[src/rtl/id_scoreboard_pkg.sv]
// Shared register-index widths and the bypass stage entry type for the ID scoreboard.
package id_scoreboard_pkg;

  localparam int unsigned REG_INDEX_SIZE = 5;
  localparam int unsigned REG_INDEX_BUS  = REG_INDEX_SIZE - 1;

  typedef logic [REG_INDEX_BUS:0] reg_idx_t;

  typedef struct packed {
    logic     valid;
    reg_idx_t rd;
    logic     is_load;
  } stg_entry_t;

endpackage

[src/rtl/id_scoreboard_match.sv]
// One source port's priority compare against the tracked bypass stages.
module id_scoreboard_match
  import id_scoreboard_pkg::*;
#(
  parameter int unsigned NUM_STG = 3,
  parameter int unsigned LD_STG  = 2
) (
  input  logic                       rs_en,
  input  reg_idx_t                   rs_index,
  input  stg_entry_t [NUM_STG-1:0]   stg,
  output logic       [NUM_STG:0]     sel,
  output logic                       load_hazard
);

  logic found;

  always_comb begin
    sel         = '0;
    load_hazard = 1'b0;
    found       = 1'b0;
    // Stage 0 is the youngest producer, so the first hit wins.
    for (int k = 0; k < int'(NUM_STG); k++) begin
      if (!found && rs_en && stg[k].valid && (stg[k].rd == rs_index) &&
          (rs_index != '0)) begin
        found = 1'b1;
        if (stg[k].is_load && (k < int'(LD_STG))) begin
          load_hazard = 1'b1;
        end else begin
          sel[k+1] = 1'b1;
        end
      end
    end
    if (!found || load_hazard) begin
      sel[0] = 1'b1;
    end
  end

endmodule

[src/rtl/id_scoreboard.sv]
// ID-stage bypass select and hazard stall generation.
// Define ID_SCOREBOARD_LONG_OP_EN to track multicycle ops in a busy bitmap.
module id_scoreboard
  import id_scoreboard_pkg::*;
#(
  parameter int unsigned NUM_RS  = 2,
  parameter int unsigned NUM_STG = 3,
  parameter int unsigned LD_STG  = 2
) (
  input  logic                               clk,
  input  logic                               rst_n,
  input  logic                               stall_pipe_i,
  input  logic                               flush_i,
  input  logic                               issue_valid_i,
  input  logic                               issue_rd_en_i,
  input  logic [REG_INDEX_SIZE-1:0]          issue_rd_index_i,
  input  logic                               issue_is_load_i,
  input  logic                               issue_is_long_i,
  input  logic [NUM_RS-1:0]                  rs_en_i,
  input  logic [NUM_RS*REG_INDEX_SIZE-1:0]   rs_index_i,
  input  logic                               long_done_i,
  input  logic [REG_INDEX_SIZE-1:0]          long_done_index_i,
  output logic [NUM_RS*(NUM_STG+1)-1:0]      rs_sel_o,
  output logic                               stall_o
);

  stg_entry_t [NUM_STG-1:0] stg_q, stg_d;
  logic       [NUM_RS-1:0]  load_hz;
  logic       [NUM_RS-1:0]  busy_hz;
  logic                     long_op;
  logic                     issue_ok;

  for (genvar p = 0; p < NUM_RS; p++) begin : g_port
    id_scoreboard_match #(
      .NUM_STG (NUM_STG),
      .LD_STG  (LD_STG)
    ) u_match (
      .rs_en       (rs_en_i[p]),
      .rs_index    (rs_index_i[p*REG_INDEX_SIZE +: REG_INDEX_SIZE]),
      .stg         (stg_q),
      .sel         (rs_sel_o[p*(NUM_STG+1) +: (NUM_STG+1)]),
      .load_hazard (load_hz[p])
    );
  end

  assign stall_o  = |{load_hz, busy_hz};
  assign issue_ok = issue_valid_i & issue_rd_en_i & ~stall_o & ~flush_i;

`ifdef ID_SCOREBOARD_LONG_OP_EN
  logic [(1<<REG_INDEX_SIZE)-1:0] busy_q, busy_d;

  assign long_op = issue_is_long_i;

  always_comb begin
    for (int p = 0; p < int'(NUM_RS); p++) begin
      busy_hz[p] = rs_en_i[p] & busy_q[rs_index_i[p*REG_INDEX_SIZE +: REG_INDEX_SIZE]];
    end
  end

  // Clear first so a same-cycle re-issue to the same register keeps it busy.
  always_comb begin
    busy_d = busy_q;
    if (long_done_i) begin
      busy_d[long_done_index_i] = 1'b0;
    end
    if (issue_ok && issue_is_long_i && (issue_rd_index_i != '0)) begin
      busy_d[issue_rd_index_i] = 1'b1;
    end
  end

  always_ff @(posedge clk or negedge rst_n) begin
    if (!rst_n) begin
      busy_q <= '0;
    end else begin
      busy_q <= busy_d;
    end
  end
`else
  logic unused_long;

  assign long_op     = 1'b0;
  assign busy_hz     = '0;
  assign unused_long = ^{issue_is_long_i, long_done_i, long_done_index_i};
`endif

  always_comb begin
    stg_d = stg_q;
    if (stall_pipe_i) begin
      if (flush_i) begin
        stg_d[0].valid = 1'b0;
      end
    end else begin
      for (int k = 1; k < int'(NUM_STG); k++) begin
        stg_d[k] = stg_q[k-1];
      end
      stg_d[0].valid   = issue_ok & ~long_op;
      stg_d[0].rd      = issue_rd_index_i;
      stg_d[0].is_load = issue_is_load_i;
    end
  end

  always_ff @(posedge clk or negedge rst_n) begin
    if (!rst_n) begin
      stg_q <= '0;
    end else begin
      stg_q <= stg_d;
    end
  end

endmodule
[config.mk]
export PLATFORM = sky130hd
export DESIGN_NAME = id_scoreboard
export DESIGN_NICKNAME = d
export VERILOG_FILES = /design/src/rtl/id_scoreboard_pkg.sv /design/src/rtl/id_scoreboard_match.sv /design/src/rtl/id_scoreboard.sv
export SDC_FILE = /design/constraint.sdc
export NUM_CORES = 1
export LEC_CHECK = 0
export CAP_MARGIN = 40
export CORE_ASPECT_RATIO = 0.75
export CORE_UTILIZATION = 42
export DETAILED_ROUTE_END_ITERATION = 10
export GPL_ROUTABILITY_DRIVEN = 0
export MAX_ROUTING_LAYER = met4
export PLACE_DENSITY_LB_ADDON = 0.05
export SETUP_SLACK_MARGIN = 0.02
export SYNTH_ARGS = -nofsm -noshare
export SYNTH_HDL_FRONTEND = slang
export SYNTH_SLANG_ARGS = --single-unit
[constraint.sdc]
create_clock -name clk -period 1.64 [get_ports clk]
set_input_delay 0.328 -clock clk [delete_from_list [all_inputs] [get_ports clk]]
set_output_delay 0.328 -clock clk [all_outputs]
set_load 0.05 [all_outputs]
* Yosys cells after proc, flatten, opt, wreduce, memory -nomap -nowiden
Index checks and enable logic that the tools add are counted.
Operators by class: multiplexer cells 25, reduce and logical (&&, ||, !) cells 33, equal/unequal tests 7, bitwise operators 5
Operators with widths (count):
- == test 5 bit | 6
- 2-to-1 mux 1 bit | 25
- logical AND 1 bit | 22
- nonzero test 5 bit | 2
- zero test 1 bit | 6
- AND 1 bit | 3
- logical OR 1 bit | 2
- != test 2 x 1 -> 1 bit (second input constant) | 1
- NOT 1 bit | 2
- OR reduction 2 bit | 1
Word-level totals: bits in registers 20

* Logic depth before layout (Yosys ltp)
word-level depth 19, gate-level depth with buffers 6, gate-level depth less buffers 6

* Hierarchy
A second synthesis with hierarchy kept.
Unflattened totals: cells, all modules 121, area, all modules 1362.6 sq um
Modules (own cells, without submodules):
- id_scoreboard | seq. area each 525.5 sq um, instances 1, area an instance 807.0 sq um, cells each 47
- id_scoreboard_match | seq. area each 0.0 sq um, instances 2, area an instance 277.8 sq um, cells each 37

* Worst setup path after synthesis
No wires, ideal clock.
path kind register to output, start register stg_q[3] (netlist bit), end output rs_sel_o[4], required time 1.312 ns, arrival time 2.959 ns, cell stages (with the launch flop) 5, setup slack -1.647 ns, buffers on the path 0, path through dfrtp_1 -> xnor2_1 -> nand4_1 -> nor4_1 -> nor2_1
Between the ends: word-level cells in the longest chain between the ends 19, elaborated cells between the ends (all ways) 22, those cells by class 1 x eq/ne; 7 x mux; 14 x reduce/logical
Ends and longest elaborated chain:
- start: declaration | RTL line id_scoreboard.sv:27 | stg_entry_t [NUM_STG-1:0] stg_q, stg_d;
- start signal: assignment | RTL line id_scoreboard.sv:106 | stg_q <= stg_d;
- == test 5 bit (*) | RTL line id_scoreboard_match.sv:23 | if (!found && rs_en && stg[k].valid && (stg[k].rd == rs_index) &&
- logical AND 1 bit (*) (2 in a row) | RTL line id_scoreboard_match.sv:23
- 2-to-1 mux 1 bit | RTL line id_scoreboard_match.sv:23
- zero test 1 bit | RTL line id_scoreboard_match.sv:23
- logical AND 1 bit (4 in a row) | RTL line id_scoreboard_match.sv:23
- 2-to-1 mux 1 bit | RTL line id_scoreboard_match.sv:23
- zero test 1 bit | RTL line id_scoreboard_match.sv:23
- logical AND 1 bit (4 in a row) | RTL line id_scoreboard_match.sv:23
- 2-to-1 mux 1 bit | RTL line id_scoreboard_match.sv:23
- zero test 1 bit | RTL line id_scoreboard_match.sv:33 | if (!found || load_hazard) begin
- logical OR 1 bit (*) | RTL line id_scoreboard_match.sv:33
- 2-to-1 mux 1 bit (*) | RTL line id_scoreboard_match.sv:33
- end: declaration | RTL line id_scoreboard.sv:23 | output logic [NUM_RS*(NUM_STG+1)-1:0] rs_sel_o,
Every way passes the cells marked *; elsewhere a longest branch is shown, timed or not.

* Worst setup path in the final report
start register stg_q[8] (netlist bit), end output stall_o
Between the ends: word-level cells in the longest chain between the ends 5, elaborated cells between the ends (all ways) 9, those cells by class 2 x eq/ne; 2 x mux; 5 x reduce/logical
Ends and longest elaborated chain:
- == test 5 bit | RTL line id_scoreboard_match.sv:23
- logical AND 1 bit (2 in a row) | RTL line id_scoreboard_match.sv:23
- 2-to-1 mux 1 bit | RTL line id_scoreboard_match.sv:23
- OR reduction 2 bit (*) | RTL line id_scoreboard.sv:46 | assign stall_o = |{load_hz, busy_hz};
- end: declaration | RTL line id_scoreboard.sv:24 | output logic stall_o
Marks and branches as above.

==> flow_metrics.py <==
metrics = {
    "sta": {
        "hold_violations": 0,
        "finClkSkew_ns": 0.00866,
        "period_share_pct": 150,
        "max_freq_ghz": 0.407,
        "min_period_ns": 2.46,
        "slew_headroom_pct": 73.5,
        "whs_ns": 0.432,
        "setup_viol": 10,
        "rsz0062_at_grt": "true",
        "worst_slack_ns": -0.817,
        "finalSetupTns_ns": -6.34,
        "maxSlewViolCount": 0,
        "worstMarginPinSlew_ns": 0.397,
    },
    "clocking": {
        "root_buffer": "clkbuf_8",
        "htree_levels": 1,
        "cts_num_sinks": 20,
        "cts_tree": "yes",
        "cts_hold_buf": 0,
        "cts-buffers-inserted": 3,
        "clk_pin_slew_worst_paths_ns": 0.08,
        "clock_latency_ns": 0.26,
        "clockBufferDepth": 2,
    },
    "routing": {
        "viasPerCell": 5.74,
        "routed-wl-met3_microns": 407,
        "wire_per_inst_microns": 21.8,
        "met2_length_mm": 2.59,
        "routed.top_layer": "met4",
        "drtIter0Drc": 65,
        "drt.antenna.violating_nets": 0,
        "wl_met1_mm": 1.91,
        "drt_first_pass_iters": 4,
        "drc": 0,
        "drt-total-wl_mm": 5.12,
        "num_vias": 1349,
    },
    "layout": {
        "regArea_sq_um": 507,
        "nets": 231,
        "regMostFlops": "stg_q",
        "syn2layout_area_growth_pct": 93.1,
        "multi_input_area_sq_um": 1030,
        "drive_gt1_share_pct": 67.8,
        "top_regs": "stg_q x20",
        "largest_reg_flops": 20,
        "antenna_cells": 0,
        "fillers": 108,
    },
    "global_routing": {
        "grt_pass1_wl_mm": 6.65,
        "grt_max_degree": 22,
        "gr-usage-all-layers_pct": 28.7,
        "antenna_found_initial": 0,
        "grt_pass1_vias": 1379,
        "grt_overflow": 0,
    },
    "power": {
        "clockPowerShare_pct": 28.4,
        "seqPwrFrac_pct": 38.4,
        "switchingPower_w": 0.000535,
        "sw_frac_of_total_pct": 30.7,
        "internal_power_w": 0.00121,
        "total_power_w": 0.00174,
        "leakage_nw": 1.09,
        "irDropWorstVdd_mv": 0.743,
        "p_per_area_nw_per_um2": 702,
        "pwr-share-comb_pct": 33.2,
    },
    "worst_setup_path": {
        "crit_slowest_cell": "dfrtp_1",
        "worstSetupStartpointType": "register",
        "arrival_ns": 2.13,
        "crit_type": "register to primary output",
        "required_ns": 1.31,
        "critPathBufInv": 2,
        "critical-path-top-delay-family": "simple AND/OR/NAND/NOR gates",
        "max_stage_delay_ns": 0.44,
        "crit_path_max_fanout": 4,
        "cp_cell_sequence": "xor2_1 -> nor4_2 -> buf_4 -> nand4b_4 -> o22a_4 -> o21ai_4 -> buf_12",
        "cp-end-kind": "primary output",
    },
    "status": {
        "outcome": "complete, but fails checks",
        "violations": "negative setup slack",
    },
    "synth": {
        "syn-cell-area_sq_um": 1290,
        "synth.top_cell.area_share_pct": 38.9,
        "synth_area_leaders": "dfrtp_1, mux2_2, xnor2_1",
        "synthCells": 113,
        "synth_cell_types": 23,
        "syn_area_per_cell_sq_um": 11.4,
        "synth.ff_latch_count": 20,
        "ys_warn_count": 0,
        "syn_nets": 144,
        "yosysSeqAreaShare_pct": 38.9,
        "yosysTopAreaCell": "dfrtp_1",
    },
    "placed_design": {
        "hpwlAfterDp_mm": 2.75,
        "numPortBuffers": 32,
    },
    "flow_run": {
        "drv_cap": 0,
    },
    "die": {
        "die_h_microns": 49.9,
        "design.die.area_sq_um": 3290,
        "start_util_pct": 46.6,
        "io_pins": 40,
        "rows": 16,
        "die_x_microns": 65.9,
        "core_sq_um": 2760,
    },
    "worst_hold_path": {
        "hold_class": "primary input to asynchronous set/reset pin",
    },
}
==> synthesized netlist by cell type <==
cell type  count
a21oi_1        2
a21oi_2        1
and3b_1        1
clkbuf_1       2
dfrtp_1       20
inv_1          1
mux2_2        19
nand2_1        7
nand2b_1       2
nand4_1        4
nand4b_2       1
nand4b_4       1
nor2_1         4
nor3_1         4
nor3_2         2
nor4_1         4
o211ai_2       1
o21ai_1        2
o21ai_4        2
o22a_2         1
or4_4          2
xnor2_1       22
xor2_1         8
==> placed cells by master (no fill, tap or decap), types with 2 or more instances in the layout <==
cell / count
xnor2_1: 16
mux2_2: 19
dfrtp_1: 15
nor3_4: 4
dlygate4sd2_1: 3
buf_12: 8
buf_4: 36
or4_4: 2
buf_6: 17
xnor2_2: 6
nand2_4: 2
nor2_4: 4
nand2b_4: 2
buf_2: 3
nand4_1: 4
nand4b_4: 2
nor3_2: 2
a21oi_2: 2
clkdlybuf4s50_1: 11
xor2_2: 2
nand2_1: 5
nor4_4: 3
clkbuf_8: 3
clkbuf_2: 3
xor2_1: 6
dfrtp_2: 5
clkdlybuf4s15_2: 2
o21ai_4: 3
==> worst reg2reg max path: cells and delay by family, from the launching register on <==
family,cells,cell delay (ns)
AO/OA/AOI/OAI,3,0.50
AND/OR/NAND/NOR,2,0.48
flip-flops,1,0.44
buffers and inverters,2,0.30
XOR/XNOR,1,0.17
==> metal layers <==
metal / global-route usage [%] / up-vias
met5: - / -
met3: 6.71 / 27
met4: 9.42 / 0
met1: 33.8 / 657
li1: - / 576
met2: 47.8 / 89
==> power by group through the flow <==
stage	sequential, W	clock, W	combinational [W]
6_report	0.000670	0.000495	0.000580
5_1_grt	0.000676	0.000517	0.000609
4_1_cts	0.000654	0.000501	0.000489
3_5_place_dp	0.000659	0	0.000457
3_3_place_gp	0.000656	0	0.000439
2_1_floorplan	0.000636	0	0.000242
==> cells by family after synthesis <==
logic type / share of synthesized area [%]
DFF: 38.9
and+or+nand+nor: 16.6
xor gates and xnor gates: 20.4
muxes: 16.6
buffers and inverters: 0.875
AOI/OAI and AO/OA: 6.52
==> through the flow <==
| stage | utilization (%) | cells | worst slack [ns] | cell area, sq um |
|---|---|---|---|---|
| after CTS | 84.9 | 232 | -0.758 | 2340 |
| after floorplan | - | 113 | -0.449 | 1400 |
| after detailed placement | 76.9 | 218 | -0.958 | 2120 |
| final | 89.9 | 235 | -0.817 | 2480 |
| after global placement | 76.9 | 218 | -0.897 | 2120 |
| after global routing | 89.9 | 235 | -0.799 | 2480 |
==> path summary, 6_finish.rpt <==
| path | slack [ns] | from | cells past startpoint | endpoint |
|---|---|---|---|---|
| max reg2reg | -0.36 | stg_q[8] | 8 | stg_q[6] |
| max in group asynchronous | 0.97 | rst_n | 2 | stg_q[5] |
| min reg2reg | 0.62 | stg_q[17] | 1 | stg_q[17] |
| min in group clk | 0.61 | flush_i | 2 | stg_q[6] |
| max | -0.82 | stg_q[8] | 7 | stall_o |
| min | 0.43 | rst_n | 2 | stg_q[15] |
==> area by class of cell <==
class | count | area share [%]
Multi-Input combinational cell | 90 | 41.6
Timing Repair Buffer | 84 | 33.1
Sequential cell | 20 | 20.4
Tap cell | 36 | 1.81
Clock buffer | 3 | 1.66
Clock inverter | 1 | 1.21
Inverter | 1 | 0.151
==> repair_timing <==
item,in CTS,in global routing
resized for setup,49,29
buffers inserted,10,4
endpoints found under the setup margin,10,10
pin swaps,22,18
hold endpoints to repair,0,0
No activity file was read; power rests on OpenSTA's default activity.
